==> src/rtl/duck_hunt_pkg.sv <==
// Shared screen geometry, crosshair constants, FSM encoding and colours for the duck hunt slice.
package duck_hunt_pkg;

  localparam int SCREEN_W     = 160;
  localparam int SCREEN_H     = 120;
  localparam int X_W          = 8;
  localparam int Y_W          = 7;
  localparam int CROSS_MARGIN = 2;
  localparam int CROSS_PIXELS = 9;

  localparam logic [2:0] COL_BLACK  = 3'b000;
  localparam logic [2:0] COL_HUNTER = 3'b001;

  typedef enum logic [1:0] {
    ST_IDLE = 2'd0,
    ST_EMIT = 2'd1,
    ST_DONE = 2'd2
  } draw_state_t;

  // Saturates a signed 9-bit coordinate into [lo, hi].
  function automatic logic [X_W-1:0] clamp_coord(input logic signed [8:0] v,
                                                 input int lo, input int hi);
    if (v < lo) return X_W'(lo);
    if (v > hi) return X_W'(hi);
    return v[X_W-1:0];
  endfunction

endpackage

==> src/rtl/hunter_crosshair_if.sv <==
// Control/pixel bus between the draw controller (master) and hunter_crosshair (slave).
// Fire signals exist only when HUNTER_FIRE_EN is defined.
interface hunter_crosshair_if;
  import duck_hunt_pkg::*;

  logic           frame_tick;
  logic           move_left;
  logic           move_right;
  logic           move_up;
  logic           move_down;
  logic           draw_start;
  logic [X_W-1:0] plot_x;
  logic [Y_W-1:0] plot_y;
  logic           plot;
  logic           busy;
  logic           done;
  logic [X_W-1:0] pos_x;
  logic [Y_W-1:0] pos_y;
`ifdef HUNTER_FIRE_EN
  logic           fire;
  logic           shot_valid;
  logic [X_W-1:0] shot_x;
  logic [Y_W-1:0] shot_y;
`endif

  modport master (
    output frame_tick, move_left, move_right, move_up, move_down, draw_start,
`ifdef HUNTER_FIRE_EN
    output fire, input shot_valid, shot_x, shot_y,
`endif
    input  plot_x, plot_y, plot, busy, done, pos_x, pos_y
  );

  modport slave (
    input  frame_tick, move_left, move_right, move_up, move_down, draw_start,
`ifdef HUNTER_FIRE_EN
    input  fire, output shot_valid, shot_x, shot_y,
`endif
    output plot_x, plot_y, plot, busy, done, pos_x, pos_y
  );

endinterface

==> src/rtl/crosshair_offset.sv <==
// Maps a sprite pixel index to its (dx, dy) offset from the crosshair centre.
module crosshair_offset (
  input  logic              [3:0] idx,
  output logic signed       [2:0] dx,
  output logic signed       [2:0] dy
);

  always_comb begin
    // NOTE: every output gets a default first so no path leaves it unassigned (no latch).
    dx = 3'sd0;
    dy = 3'sd0;
    unique case (idx)
      4'd0: dx = -3'sd2;
      4'd1: dx = -3'sd1;
      4'd3: dx =  3'sd1;
      4'd4: dx =  3'sd2;
      4'd5: dy = -3'sd2;
      4'd6: dy = -3'sd1;
      4'd7: dy =  3'sd1;
      4'd8: dy =  3'sd2;
      default: ;
    endcase
  end

endmodule

==> src/rtl/hunter_crosshair.sv <==
// Crosshair position keeper and 9-pixel plus-sprite emitter.
// Optional shooting with cooldown is built when HUNTER_FIRE_EN is defined.
module hunter_crosshair
  import duck_hunt_pkg::*;
#(
  parameter int STEP    = 1,
  parameter int START_X = 80,
  parameter int START_Y = 60
`ifdef HUNTER_FIRE_EN
  , parameter int COOLDOWN_FRAMES = 15
`endif
) (
  input logic               clock,
  input logic               reset,
  hunter_crosshair_if.slave bus
);

  draw_state_t       state, state_n;
  logic [3:0]        idx;
  logic [X_W-1:0]    snap_x;
  logic [Y_W-1:0]    snap_y;
  logic              pending_move;
  logic              last_pixel;
  logic              do_move;
  logic signed [2:0] dx, dy;
  logic signed [8:0] step_x, step_y, next_x, next_y;

  crosshair_offset u_offset (.idx(idx), .dx(dx), .dy(dy));

  assign last_pixel = (state == ST_EMIT) && (idx == 4'(CROSS_PIXELS - 1));
  // Ticks seen while emitting are folded into a single step on the edge into DONE.
  assign do_move = (state != ST_EMIT) ? bus.frame_tick
                                      : (last_pixel && (pending_move || bus.frame_tick));

  always_ff @(posedge clock or posedge reset) begin
    // NOTE: sequential state uses non-blocking assignments so all registers update together.
    if (reset) state <= ST_IDLE;
    else       state <= state_n;
  end

  always_comb begin
    state_n  = state;
    bus.plot = 1'b0;
    bus.busy = 1'b0;
    bus.done = 1'b0;
    unique case (state)
      ST_IDLE: if (bus.draw_start) state_n = ST_EMIT;
      ST_EMIT: begin
        bus.plot = 1'b1;
        bus.busy = 1'b1;
        if (last_pixel) state_n = ST_DONE;
      end
      ST_DONE: begin
        bus.done = 1'b1;
        state_n  = bus.draw_start ? ST_EMIT : ST_IDLE;
      end
      default: state_n = ST_IDLE;
    endcase
  end

  assign bus.plot_x = (state == ST_EMIT) ? snap_x + {{(X_W-3){dx[2]}}, dx} : '0;
  assign bus.plot_y = (state == ST_EMIT) ? snap_y + {{(Y_W-3){dy[2]}}, dy} : '0;

  // Opposing directions on an axis cancel; up is towards y = 0.
  always_comb begin
    step_x = '0;
    step_y = '0;
    if (bus.move_right && !bus.move_left) step_x =  9'(STEP);
    if (bus.move_left && !bus.move_right) step_x = -9'(STEP);
    if (bus.move_down && !bus.move_up)    step_y =  9'(STEP);
    if (bus.move_up && !bus.move_down)    step_y = -9'(STEP);
  end

  assign next_x = $signed({1'b0, bus.pos_x}) + step_x;
  assign next_y = $signed({2'b00, bus.pos_y}) + step_y;

  always_ff @(posedge clock or posedge reset) begin
    if (reset) begin
      idx          <= '0;
      snap_x       <= '0;
      snap_y       <= '0;
      pending_move <= 1'b0;
      bus.pos_x    <= X_W'(START_X);
      bus.pos_y    <= Y_W'(START_Y);
    end else begin
      if (state != ST_EMIT && bus.draw_start) begin
        idx    <= '0;
        snap_x <= bus.pos_x;
        snap_y <= bus.pos_y;
      end else if (state == ST_EMIT && !last_pixel) begin
        idx <= idx + 4'd1;
      end

      if (do_move)                               pending_move <= 1'b0;
      else if (state == ST_EMIT && bus.frame_tick) pending_move <= 1'b1;

      if (do_move) begin
        bus.pos_x <= clamp_coord(next_x, CROSS_MARGIN, SCREEN_W - 1 - CROSS_MARGIN);
        bus.pos_y <= Y_W'(clamp_coord(next_y, CROSS_MARGIN, SCREEN_H - 1 - CROSS_MARGIN));
      end
    end
  end

`ifdef HUNTER_FIRE_EN
  localparam int CD_W = $clog2(COOLDOWN_FRAMES + 1);

  logic            prev_fire;
  logic [CD_W-1:0] cooldown;

  always_ff @(posedge clock or posedge reset) begin
    if (reset) begin
      prev_fire      <= 1'b0;
      cooldown       <= '0;
      bus.shot_valid <= 1'b0;
      bus.shot_x     <= '0;
      bus.shot_y     <= '0;
    end else begin
      prev_fire      <= bus.fire;
      bus.shot_valid <= 1'b0;
      if (bus.fire && !prev_fire && cooldown == '0) begin
        bus.shot_valid <= 1'b1;
        bus.shot_x     <= bus.pos_x;
        bus.shot_y     <= bus.pos_y;
        cooldown       <= CD_W'(COOLDOWN_FRAMES);
      end else if (bus.frame_tick && cooldown != '0) begin
        cooldown <= cooldown - 1'b1;
      end
    end
  end
`endif

endmodule
==> src/flat_wrapper.sv <==
// flat-port wrapper written by rule: the top's interface ports become plain ports
module hunter_crosshair_flat import duck_hunt_pkg::*;
#(
  parameter int STEP    = 1,
  parameter int START_X = 80,
  parameter int START_Y = 60

)
  (clock, reset, bus_frame_tick, bus_move_left, bus_move_right, bus_move_up, bus_move_down, bus_draw_start, bus_plot_x, bus_plot_y, bus_plot, bus_busy, bus_done, bus_pos_x, bus_pos_y);
  hunter_crosshair_if bus_i ();
  input logic clock;
  input logic reset;
  input wire logic [$bits(bus_i.frame_tick)-1:0] bus_frame_tick;
  input wire logic [$bits(bus_i.move_left)-1:0] bus_move_left;
  input wire logic [$bits(bus_i.move_right)-1:0] bus_move_right;
  input wire logic [$bits(bus_i.move_up)-1:0] bus_move_up;
  input wire logic [$bits(bus_i.move_down)-1:0] bus_move_down;
  input wire logic [$bits(bus_i.draw_start)-1:0] bus_draw_start;
  output wire logic [$bits(bus_i.plot_x)-1:0] bus_plot_x;
  output wire logic [$bits(bus_i.plot_y)-1:0] bus_plot_y;
  output wire logic [$bits(bus_i.plot)-1:0] bus_plot;
  output wire logic [$bits(bus_i.busy)-1:0] bus_busy;
  output wire logic [$bits(bus_i.done)-1:0] bus_done;
  output wire logic [$bits(bus_i.pos_x)-1:0] bus_pos_x;
  output wire logic [$bits(bus_i.pos_y)-1:0] bus_pos_y;
  assign bus_i.frame_tick = bus_frame_tick;
  assign bus_i.move_left = bus_move_left;
  assign bus_i.move_right = bus_move_right;
  assign bus_i.move_up = bus_move_up;
  assign bus_i.move_down = bus_move_down;
  assign bus_i.draw_start = bus_draw_start;
  assign bus_plot_x = bus_i.plot_x;
  assign bus_plot_y = bus_i.plot_y;
  assign bus_plot = bus_i.plot;
  assign bus_busy = bus_i.busy;
  assign bus_done = bus_i.done;
  assign bus_pos_x = bus_i.pos_x;
  assign bus_pos_y = bus_i.pos_y;
  hunter_crosshair #(.STEP(STEP), .START_X(START_X), .START_Y(START_Y)) u_core (.clock(clock), .reset(reset), .bus(bus_i));
endmodule
==> config.mk <==
export PLATFORM = sky130hd
export DESIGN_NAME = hunter_crosshair_flat
export DESIGN_NICKNAME = d
export VERILOG_FILES = /design/src/rtl/duck_hunt_pkg.sv /design/src/rtl/hunter_crosshair_if.sv /design/src/rtl/crosshair_offset.sv /design/src/rtl/hunter_crosshair.sv /design/src/flat_wrapper.sv
export SDC_FILE = /design/constraint.sdc
export NUM_CORES = 1
export LEC_CHECK = 0
export CAP_MARGIN = 30
export CORE_ASPECT_RATIO = 2
export CORE_MARGIN = 5
export CORE_UTILIZATION = 50
export DETAILED_ROUTE_END_ITERATION = 8
export PLACE_DENSITY = 0.7
export RECOVER_POWER = 50
export SYNTH_ARGS = -nofsm -noshare
export SYNTH_HDL_FRONTEND = slang
export SYNTH_SLANG_ARGS = --single-unit
==> constraint.sdc <==
create_clock -name clock -period 3.8 [get_ports clock]
set_clock_uncertainty 0.2 [all_clocks]
set_input_delay 0.76 -clock clock [delete_from_list [all_inputs] [get_ports clock]]
set_output_delay 0.76 -clock clock [all_outputs]
set_load 0.02 [all_outputs]
Word-level counts from Yosys, hierarchy flattened
Cells that the tools add are included.
- word-level logic and storage cells: 85
- input bits: 8
- bits in registers: 37
- output and inout bits: 33
- order comparisons: 4
- reductions and logical operators: 20
- equal/unequal tests: 12
- multiplexer cells: 37
- $add $sub $neg: 5
- operators with widths (operator ; count):
    $mux W8 ; 5
    $mux W7 ; 5
    $pmux W3 S4 ; 2
    $lt A9 B3 Y1 const B ; 2
    $mux W1 ; 18
    $mux W9 ; 2
    $eq A4 B3 Y1 const B ; 4
    $add A8 B9 Y9 ; 1
    $add A9 B9 Y9 ; 1
    $gt A9 B8 Y1 const B ; 1
    $gt A9 B9 Y1 const B ; 1
    $logic_and A1 B1 Y1 ; 9
    $add A8 B8 Y8 ; 1
    $mux W4 ; 2
    $add A7 B7 Y7 ; 1
    $pmux W2 S3 ; 1
    $logic_not A1 Y1 ; 5
    $add A4 B1 Y4 const B ; 1
    $eq A4 B1 Y1 const B ; 1
    $eq A4 B2 Y1 const B ; 1
    $eq A4 B4 Y1 const B ; 1
    $logic_not A4 Y1 ; 1
    $mux W2 ; 2
    $ne A2 B1 Y1 const B ; 2
    other kinds (7) ; 8

Depth between registers and ports, before layout
Gate-level depths: netlist of run 1.
- depth in word-level cells: 12
- depth in mapped cells: 14
- gate-level depth less buffers: 13

Hierarchy
From an unflattened synthesis of run 1, not the netlist that was laid out.
- cells, all modules: 381
- area, all modules: 3281.9 um^2
- modules (own cells, without submodules) (module ; instances ; cells each ; area an instance (um^2) ; sequential area each (um^2)):
    hunter_crosshair ; 1 ; 371 ; 3219.3 ; 933.4
    crosshair_offset ; 1 ; 10 ; 62.6 ; 0.0

Worst setup path before layout of run 1
No wires, ideal clock.
- path type: input to register
- from: in bus_move_down
- to: reg u_core.bus.pos_y[1]
- stages: 14
- library setup time: 0.126 ns
- arrival time: 3.487 ns
- buffers on the path: 2
- data required time: 3.474 ns
- path slack: -0.013 ns
- cells stage by stage: inv_1 -> ha_1 -> clkbuf_1 -> buf_2 -> xor2_1 -> ha_1 -> or3_4 -> a21oi_4 -> nor2_2 -> or4b_1 -> nand4_2 -> xor2_2 -> o22ai_1 -> a221o_1
- word-level cells in the longest chain between the ends: 10
- elaborated cells between the ends (all ways): 16
- those cells by class: 1 x add/sub; 2 x order compare; 10 x mux; 3 x reduce/logical
- RTL lines (item ; line ; text):
    start, declared ; flat_wrapper.sv:17 ; input wire logic [$bits(bus_i.move_down)-1:0] bus_move_down;
    $logic_and A1 B1 Y1 / $logic_not A1 Y1 (equally long branches) ; hunter_crosshair.sv:70, hunter_crosshair.sv:71 ;
    $mux W1 / $logic_and A1 B1 Y1 (equally long branches) ; hunter_crosshair.sv:70, hunter_crosshair.sv:71 ;
    $mux W9 (*) ; hunter_crosshair.sv:71 ; if (bus.move_up && !bus.move_down) step_y = -9'(STEP);
    $add A8 B9 Y9 (*) ; hunter_crosshair.sv:75 ; assign next_y = $signed({2'b00, bus.pos_y}) + step_y;
    $gt A9 B8 Y1 ; duck_hunt_pkg.sv:24 ; if (v > hi) return X_W'(hi);
    $mux W1 (2 in a row) ; duck_hunt_pkg.sv:24 ;
    $mux W1 ; hunter_crosshair.sv:97 ; if (do_move) begin
    $mux W7 ; duck_hunt_pkg.sv:25 ; return v[X_W-1:0];
    $mux W7 (*) ; duck_hunt_pkg.sv:24 ;
    end signal, assigned ; hunter_crosshair.sv:84 ; bus.pos_y <= Y_W'(START_Y);
    end signal, assigned ; hunter_crosshair.sv:99 ; bus.pos_y <= Y_W'(clamp_coord(next_y, CROSS_MARGIN, SCREEN_H - 1 - CROSS_MARGIN));
    end, declared ; hunter_crosshair_if.sv:39 ; output plot_x, plot_y, plot, busy, done, pos_x, pos_y
Mark *: on every way between the ends. The rest lies on a longest branch, timed or not. The select of a mux whose other input is x is not followed.
A chain may end at the register's enable or synchronous reset.

Worst setup path after layout of run 1
- from: reg u_core.idx[1]
- to: out bus_plot_y[6]
- word-level cells in the longest chain between the ends: 4
- elaborated cells between the ends (all ways): 7
- those cells by class: 1 x add/sub; 4 x eq/ne; 2 x mux
- RTL lines (item ; line ; text):
    start, declared ; hunter_crosshair.sv:19 ; logic [3:0] idx;
    start signal, assigned ; hunter_crosshair.sv:91 ; idx <= idx + 4'd1;
    $eq A4 B4 Y1 / $eq A4 B3 Y1 (equally long branches) ; crosshair_offset.sv:12 ; unique case (idx)
    $pmux W3 S4 (*) ; crosshair_offset.sv:12 ;
    $add A7 B7 Y7 (*) ; hunter_crosshair.sv:62 ; assign bus.plot_y = (state == ST_EMIT) ? snap_y + {{(Y_W-3){dy[2]}}, dy} : '0;
    $mux W7 (*) ; hunter_crosshair.sv:62 ;
    end, declared ; flat_wrapper.sv:20 ; output wire logic [$bits(bus_i.plot_y)-1:0] bus_plot_y;
Mark *: on every way between the ends. The rest lies on a longest branch, timed or not.

==> flow_summary.yaml, run 1 <==
layout:
  syn_to_final_growth_pct: 27.8
  diodes: 0
  multi_input_comb_area_um2: 2270
  drive_gt1_frac: 0.220
  layout.nets: 474
  fin_area_um2: 4200
  nFillCells: 571
  seq_area_um2: 933
sta:
  fin_setup_tns_ps: 0
  maxSlewHeadroom: -0.306
  tightest_slew_ps: 1960
  setup_violations: 0
  period_needed_ps: 3720
  hold_slack_ps: 298
  drv_slew: 38
  period_share: 0.978
  fmax_ghz: 0.269
  hold_viol_final: 0
  grt_setup_unrepaired: "true"
worst_setup_path:
  critical_path_buf_inv_count: 2
  worst_ep_required_time_ps: 2840
  reg2reg_slack_ps: 740
  path_max_fanout: 5
  crit_family: "adder cells"
  critPathMaxStageDelay_ps: 440
  crit_top_cell: "nor2_1"
  worstReg2RegStart: "u_core.bus.pos_x[1]"
  start_kind: "flip-flop"
  crit_chain: "buf_4, ha_1, nor2_1, nor2_1, ha_1, fa_2, a21o_1, a21oi_2, o21bai_1, a21oi_2, xnor2_1, nor2_1, buf_4"
  rr_endpoint: "u_core.bus.pos_x[3]"
  cp-end-kind: "primary output"
  rr_worst_depth: 10
  path_class: "flip-flop to primary output"
  cp_slowest_cell: "dfrtp_1"
  arrival_ps: 2760
logic_synthesis:
  ys_ff_latch: 37
  synth_common_cells: "41 x nor2_1, 31 x dfrtp_1, 25 x ha_1, 25 x nand2_1, 19 x inv_1"
  synthXorXnorAreaFrac: 0.0823
  synth-simple-area-share: 0.221
  avgSynthCellArea_um2: 8.53
  synth_top_family_by_area: "simple AND/OR/NAND/NOR gates"
  synth_cell_types: 69
  netlist_instances: 385
  synth_edf_count: 0
  synth.area.mux_share: 0.0541
  yosys.cell_count.top_type: "nor2_1"
  yosysSeqAreaShare: 0.284
  ys.flop_type: "dfrtp_1"
  ys_async_sr_fraction: 1.00
  synth.cell_area_um2: 3280
  synth_area_leaders: "dfrtp_1 24%, ha_1 9.5%, dfstp_2 4.8%"
  syn_nets: 420
  yosysWarnings: 0
  synth_compound_area_frac: 0.187
  yosys.area_share.adder: 0.107
  yosysTopAreaCellShare: 0.236
  yosysTopAreaCell: "dfrtp_1"
run_status:
  outcome: "finished with violations"
  violations: "max-capacitance violations, max-slew violations"
hold_path:
  hp-start: "u_core.state[0]"
  hold_class: "flip-flop to flip-flop"
  hold_end: "u_core.state[0]"
  hold_depth: 1
global_route:
  grt_max_degree: 38
  grtUsageTotal: 0.211
  overflow: 0
  antenna_found_initial: 0
  grt_pass1_wl_mm: 13.9
  grt_pass1_vias: 3118
  use_met1: 0.214
  globalRouteMet2Util: 0.396
  busiest_layer: "met2"
  use_met3: 0.0253
die:
  die_h_um: 125
  io_pins: 41
  die-width_um: 67.3
  core_region_area_um2: 6360
  die_area_um2: 8390
  start_util: 0.516
  rows: 41
placed_design:
  gp_congestion: 0.843
  placedInstanceArea_um2: 3890
  dp_hpwl_mm: 6.18
  port_buffers: 40
clocking:
  h-tree-depth: 2
  insertion_delay_ps: 290
  cts.path.max_buffers: 2
  cts_root_buf: "clkbuf_16"
  clk_pin_slew_worst_paths_ps: 60
  cts_buffers: 5
  cts_hold_buf: 0
  tritoncts: "built"
  cts.sink_count: 37
power_and_ir_drop:
  ir_drop_uv: 470
  leakage_uw: 0.00185
  pwr_density_cell_nw_per_um2: 1080
drt:
  drt_pre_antenna_iters: 4
  dr_total_vias: 3016
  routed_wirelength_mm: 8.34
  drt-initial-drc-count: 200
  wire_per_inst_um: 15.9
  drc: 0
  antenna_left: 0
  via_per_inst: 5.73
job:
  cap_violations: 1
-- metrics by stage --
| stage | utilization | cells | total power (µW) | setup WS, ps |
|---|---|---|---|---|
| 2_1_floorplan | - | 385 | 2780 | 71.0 |
| 3_3_place_gp | 0.611 | 514 | 3870 | -190 |
| 3_5_place_dp | 0.611 | 514 | 3950 | -309 |
| 4_1_cts | 0.642 | 523 | 4420 | 12.9 |
| 5_1_grt | 0.660 | 526 | 4910 | -60.8 |
| 6_report | 0.660 | 526 | 4550 | 82.8 |
-- cell families (layout without fill, tap and decap cells) --
kind of cell             count (synthesis)  count (layout)
XOR/XNOR                                30              30
adder cells (fa/ha/maj)                 27              27
buffers and inverters                   48             103
AO/OA/AOI/OAI                           89              89
multiplexers                            16              16
AND/OR/NAND/NOR                        138             138
flip-flops                              37              37
-- routing by layer --
metal / part of all wire / vias up
met5: 0 / -
met4: 0.030 / 0
met3: 0.028 / 17
met2: 0.58 / 65
met1: 0.36 / 1466
li1: - / 1468
-- layout make-up --
cell class	instances	area share
multi-input cells	300	0.541
clock buffers	7	0.0340
clock inverters	1	0.00716
repair buffers	74	0.151
well taps	86	0.0256
flip-flops and latches	37	0.222
inverters	21	0.0188
-- layout by cell type, fill, tap and decap left out, drive strengths merged, types with 6 or more instances in the layout --
cell type      Yosys  routed
dfrtp             31      31
xor2              12      12
buf               13      34
a21oi             20      20
nand4              6       6
nor2              42      42
clkdlybuf4s50      0      30
nand2             25      25
clkbuf            14      11
xnor2             18      18
dfstp              6       6
nand3             10      10
mux2              14      14
inv               21      21
nor2b              9       9
o21ai             19      19
nor3               7       7
ha                25      25
and2               7       7
nand2b             7       7
a22oi              6       6
-- repair_timing --
action / in CTS / in global routing
gates resized for setup: 20 / 30
setup buffers: 1 / 3
setup endpoints to repair: 9 / 17
pin swaps: 2 / 8
-- flip-flops by register name, indices dropped and copies added (netlist names) --
name                 cells
u_core.bus.pos_x         8
u_core.bus.pos_y         7
u_core.idx               4
u_core.pending_move      1
u_core.snap_x            8
u_core.snap_y            7
u_core.state             2
-- worst max-delay path by stage --
| stage | startpoint | endpoint | slack (ps) | depth (start not counted) |
|---|---|---|---|---|
| global route | bus_move_down | u_core.bus.pos_y[2] | -60 | 14 |
| floorplan | bus_move_down | u_core.bus.pos_y[1] | 70 | 14 |
| detailed placement | bus_move_right | u_core.bus.pos_x[3] | -310 | 14 |
| finish | u_core.idx[1] | bus_plot_y[6] | 80 | 13 |
| CTS | bus_move_right | u_core.bus.pos_x[3] | 10 | 16 |
| global placement | bus_move_right | u_core.bus.pos_x[3] | -190 | 14 |
-- power breakdown --
part           total (µW)  switching (µW)  internal (µW)
clock                 485             157            328
combinational        3120            1630           1500
sequential            940             339            600
Power figures use the tool's default switching activity.
==> run 2, diff against run 1 <==
--- a/config.mk
+++ b/config.mk
@@ -10,7 +10,7 @@
 export CORE_MARGIN = 5
 export CORE_UTILIZATION = 50
 export DETAILED_ROUTE_END_ITERATION = 8
-export PLACE_DENSITY = 0.7
+export PLACE_DENSITY = 0.71
 export RECOVER_POWER = 50
 export SYNTH_ARGS = -nofsm -noshare
 export SYNTH_HDL_FRONTEND = slang
==> run 2 against run 1 <==
  * The run still ends with max-capacitance violations, max-slew violations left
  * Cell area is 0.42% lower
  * Sequential cell count stayed put
  * Die area stayed put
  * Power is 2.3% lower
  * Critical path type is now input port to flip-flop
  * Largest cell class unchanged
  * Highest routed layer unchanged
==> flow_summary.yaml, run 2 (same netlist as run 1, synthesis figures left out) <==
sta:
  hold_viol_final: 0
  period_share: 0.976
  tightest_slew_ps: 2000
  worst_slack_ps: 90.4
  grt_setup_unrepaired: "true"
  fmax_ghz: 0.270
  maxSlewHeadroom: -0.335
  setup_violations: 0
  drv_slew: 38
  hold_slack_ps: 297
  period_needed_ps: 3710
clocking:
  tritoncts: "built"
  clk_pin_slew_worst_paths_ps: 60
  cts_root_buf: "clkbuf_16"
  cts_buffers: 5
  cts.sink_count: 37
  insertion_delay_ps: 280
  cts_hold_buf: 0
  cts.path.max_buffers: 2
  h-tree-depth: 2
die:
  io_pins: 41
  die_h_um: 125
  die-width_um: 67.3
  core_region_area_um2: 6360
  die_area_um2: 8390
  start_util: 0.516
  rows: 41
worst_setup_path:
  start_kind: "input port"
  cp_slowest_cell: "or4b_1"
  crit_chain: "clkdlybuf4s50_1, inv_1, ha_1, inv_1, ha_1, ha_2, or3_4, a21oi_4, nor2_2, or4b_1, nand4_2, xor2_2, o22ai_2, a221o_1"
  cp-end-kind: "flip-flop"
  reg2reg_slack_ps: 770
  arrival_ps: 3670
  path_max_fanout: 3
  path_class: "input port to flip-flop"
  critPathMaxStageDelay_ps: 520
  worst_ep_required_time_ps: 3760
power_and_ir_drop:
  leakage_uw: 0.00185
  combPwrFrac: 0.700
  clkPwrFrac: 0.089
  power.internal_uw: 2320
  pwr_density_cell_nw_per_um2: 1060
  power.switching_uw: 2120
  ir_drop_uv: 435
  swShare: 0.477
  p_seq_frac: 0.212
drt:
  wire_per_inst_um: 16.2
  via_per_inst: 5.75
  drt-initial-drc-count: 141
  antenna_left: 0
  drc: 0
  dr_total_vias: 3037
  routed_wirelength_mm: 8.54
  drt_pre_antenna_iters: 4
run_status:
  outcome: "finished with violations"
  violations: "max-capacitance violations, max-slew violations"
global_route:
  antenna_found_initial: 0
  grt_max_degree: 38
  overflow: 0
  grt_pass1_wl_mm: 13.9
  grt_pass1_vias: 3062
  grtUsageTotal: 0.210
placed_design:
  port_buffers: 40
  post-place-ws_ps: -315
  dp_hpwl_mm: 6.40
  gp_congestion: 0.828
layout:
  top_regs: "u_core.bus.pos_x x8, u_core.snap_x x8"
  syn_to_final_growth_pct: 27.2
  diodes: 0
  layout.nets: 476
  mostFrequentLayoutCell: "nor2_1"
  final_cell_mix: "38 x nor2_1, 34 x buf_4, 31 x dfrtp_1"
  drive_gt1_frac: 0.231
job:
  cap_violations: 1
hold_path:
  hold_class: "flip-flop to flip-flop"
run 2: changes by cell type in the layout (fill, tap and decap cells not counted), moves of 2 or more:
cell and delta:
clkbuf_1 +2, buf_2 +2, ha_2 +2, dlygate4sd3_1 +2
clkdlybuf4s50_1 -3
run 2: worst paths after layout:
check                                         start             endpoint  depth (start not counted)
worst max-delay path                  bus_move_down  u_core.bus.pos_y[1]                         14
max in group asynchronous                     reset     u_core.snap_y[3]                          3
worst min register to register      u_core.state[0]      u_core.state[0]                          1
min in group asynchronous                     reset        u_core.idx[1]                          3
worst min-delay path                u_core.state[0]      u_core.state[0]                          1
worst max register to register  u_core.bus.pos_x[1]  u_core.bus.pos_x[3]                         12
run 2: critical path: cells and delay by family:
family / cells / cell delay [ps]
adder cells (fa/ha/maj): 3 / 650
buffers and inverters: 3 / 540
AND/OR/NAND/NOR: 4 / 1020
XOR/XNOR: 1 / 190
AO/OA/AOI/OAI: 3 / 510
run 2: stage by stage:
stage           util  power (µW)  std cells  TNS, ps  cell area [µm²]
2_1_floorplan      -        2780        385        0             3290
3_3_place_gp   0.615        3880        517    -1040             3910
3_5_place_dp   0.615        3960        517    -2050             3910
4_1_cts        0.639        4340        525        0             4060
5_1_grt        0.657        4780        528    -76.9             4180
6_report       0.657        4440        528        0             4180
run 2: per-layer routing:
metal  up-vias  global-route usage  wire [µm]
li1       1471                   -          -
met1      1479               0.215       3020
met2        68               0.411       5110
met3        19              0.0226        206
met4         0              0.0718        202
met5         -                   0          0
run 2: cell type report:
class                           count  area (µm²)
Sequential cell                    37         933
Multi-Input combinational cell    300        2280
Timing Repair Buffer               76         644
Fill cell                         565        2180
Tap cell                           86         108
Inverter                           21        78.8
Clock buffer                        8         136
run 2: timing repair:
action | 4_1_cts | 5_1_grt
gates resized for setup | 18 | 32
buffers inserted | 0 | 3
pin swaps | 1 | 14
setup endpoints to repair | 9 | 17
run 2: power by group through the flow:
| stage | Combinational [µW] | Sequential, µW | Clock (µW) |
|---|---|---|---|
| finish | 3110 | 940 | 394 |
| global route | 3380 | 983 | 414 |
| CTS | 3010 | 929 | 401 |
| detailed placement | 3030 | 931 | 0 |
| global placement | 2960 | 921 | 0 |
| floorplan | 1960 | 819 | 0 |
==> run 3, diff against run 2 <==
--- a/config.mk
+++ b/config.mk
@@ -6,7 +6,6 @@
 export NUM_CORES = 1
 export LEC_CHECK = 0
 export CAP_MARGIN = 30
-export CORE_ASPECT_RATIO = 2
 export CORE_MARGIN = 5
 export CORE_UTILIZATION = 50
 export DETAILED_ROUTE_END_ITERATION = 8
==> run 3 against run 2 <==
  * The flow still finishes with violations (max-capacitance violations, max-slew violations)
  * Cell count fell by 1.9%
  * Global-route usage fell by 4.0 points
  * Critical path depth did not move
  * Critical path type unchanged
  * Fmax fell by 0.23%
  * Setup slack got worse by 8.7 ps
  * Power fell by 4.3%
  * Via count fell by 3.6%
  * Routed wire length fell by 14%
  * Sequential share of layout area rose by 0.52 points
  * First-iteration DRC count fell by 13%
  * Largest power group unchanged
  * Clock-buffer cell count fell by 2
  * Clock power fell by 35%
==> flow_summary.yaml, run 3 (same netlist as run 1, synthesis figures left out) <==
worst_setup_path:
  path_max_fanout: 3
  cp-startpoint: "bus_move_down"
  reg2reg_slack_ps: 810
  critPathMaxStageDelay_ps: 480
  crit_family: "simple AND/OR/NAND/NOR gates"
  rr_worst_depth: 10
  critical_path_buf_inv_count: 3
  crit_chain: "clkdlybuf4s50_1, inv_1, ha_1, inv_1, ha_1, ha_2, or3_4, a21oi_4, nor2_2, or4b_1, nand4_2, xor2_2, o22ai_2, a221o_1"
  path_class: "input port to flip-flop"
  rr_endpoint: "u_core.bus.pos_x[3]"
  crit_path_end: "u_core.bus.pos_y[1]"
  worst_ep_required_time_ps: 3760
  cp-end-kind: "flip-flop"
  worstReg2RegStart: "u_core.bus.pos_x[1]"
  start_kind: "input port"
  path_depth: 14
  cp_slowest_cell: "or4b_1"
  arrival_ps: 3680
layout:
  mostFrequentLayoutCell: "nor2_1"
  postLayoutCoreUtil: 0.639
  top_regs: "u_core.bus.pos_x x8, u_core.snap_x x8"
  syn_to_final_growth_pct: 24.3
  drive_gt1_frac: 0.224
  layout.nets: 475
  diodes: 0
  final_cell_mix: "39 x nor2_1, 37 x buf_4, 31 x dfrtp_1"
power_and_ir_drop:
  pwr_density_cell_nw_per_um2: 1040
  ir_drop_uv: 1040
  leakage_uw: 0.00182
die:
  rows: 29
  core_region_area_um2: 6390
  die-width_um: 91.1
  start_util: 0.514
  io_pins: 41
  die_area_um2: 8290
  die_h_um: 91.1
clocking:
  cts_root_buf: "clkbuf_8"
  cts.path.max_buffers: 2
  cts_hold_buf: 0
  cts.sink_count: 37
  insertion_delay_ps: 280
  clk_pin_slew_worst_paths_ps: 70
  h-tree-depth: 2
  cts_buffers: 5
  tritoncts: "built"
drt:
  dr_total_vias: 2927
  drt_pre_antenna_iters: 4
  antenna_left: 0
  drc: 0
  via_per_inst: 5.65
  wire_per_inst_um: 14.2
  routed_wirelength_mm: 7.34
  drt-initial-drc-count: 123
hold_path:
  hold_class: "flip-flop to flip-flop"
  hold_depth: 2
sta:
  hold_viol_final: 0
  period_share: 0.979
  grt_setup_unrepaired: "true"
  maxSlewHeadroom: -0.236
  period_needed_ps: 3720
  tightest_slew_ps: 1850
  hold_slack_ps: 296
  drv_slew: 38
  fmax_ghz: 0.269
  fin_setup_tns_ps: 0
  setup_violations: 0
global_route:
  antenna_found_initial: 0
  grt_max_degree: 38
  grt_pass1_wl_mm: 12.3
  overflow: 0
  grtUsageTotal: 0.170
  grt_pass1_vias: 2744
placed_design:
  port_buffers: 40
  dp_hpwl_mm: 5.37
  gp_congestion: 0.851
run_status:
  outcome: "finished with violations"
  violations: "max-capacitance violations, max-slew violations"
job:
  cap_violations: 1
[run 3: changes by cell type in the layout (fill, tap and decap cells not counted), sizes merged]
cell           change
clkdlybuf4s50      +3
buf                +1
dlygate4sd3        -2
clkbuf             -4
clkinv             +2
dlymetal6s2s       -1
[run 3: final cells by class]
type                       count  area [µm²]
fill                         544        2300
multi-input combinational    300        2250
sequential                    37         933
timing repair buffer          75         646
tap                           77        96.3
inverter                      21        78.8
clock buffer                   6        72.6
clock inverter                 2        10.0
[run 3: stage by stage]
stage               setup WS (ps)  cells  area, µm²  total power, µW
finish                       81.7    518       4080             4250
global route                -69.9    518       4080             4630
CTS                          9.70    516       3970             4120
detailed placement           -247    508       3900             3920
global placement             -157    508       3900             3860
floorplan                    71.0    385       3290             2780
[run 3: routing by layer]
layer	part of all wire	global-route usage	wire, µm	up-vias
met5	0	0	0	-
met4	0.0063	0.0269	46	0
met3	0.042	0.0264	310	6
met2	0.47	0.285	3470	51
met1	0.48	0.237	3520	1398
li1	-	-	-	1472
[run 3: worst min-delay path, cell delays in order, from the launching register on]
cell     delay [ps]
dfrtp_1         360
nand2_1          50
o21ai_0          60
[run 3: timing repair]
item                       4_1_cts  5_1_grt
gates resized for setup         19       27
buffers inserted                 0        2
pin swaps                        0        5
setup endpoints to repair        8       17
[run 3: worst min path at each step]
stage	slack, ps	to	from
final	300	u_core.snap_y[4]	u_core.snap_y[4]
after global routing	320	u_core.snap_y[4]	u_core.snap_y[4]
after CTS	310	u_core.snap_y[4]	u_core.snap_y[4]
after detailed placement	290	u_core.snap_y[4]	u_core.snap_y[4]
after global placement	280	u_core.snap_y[4]	u_core.snap_y[4]
after floorplan	260	u_core.snap_y[4]	u_core.snap_y[4]
[run 3: where the power goes]
group          switching, µW  internal [µW]
Combinational           1560           1510
Sequential               332            600
Clock                    130            127
Total                   2020           2230
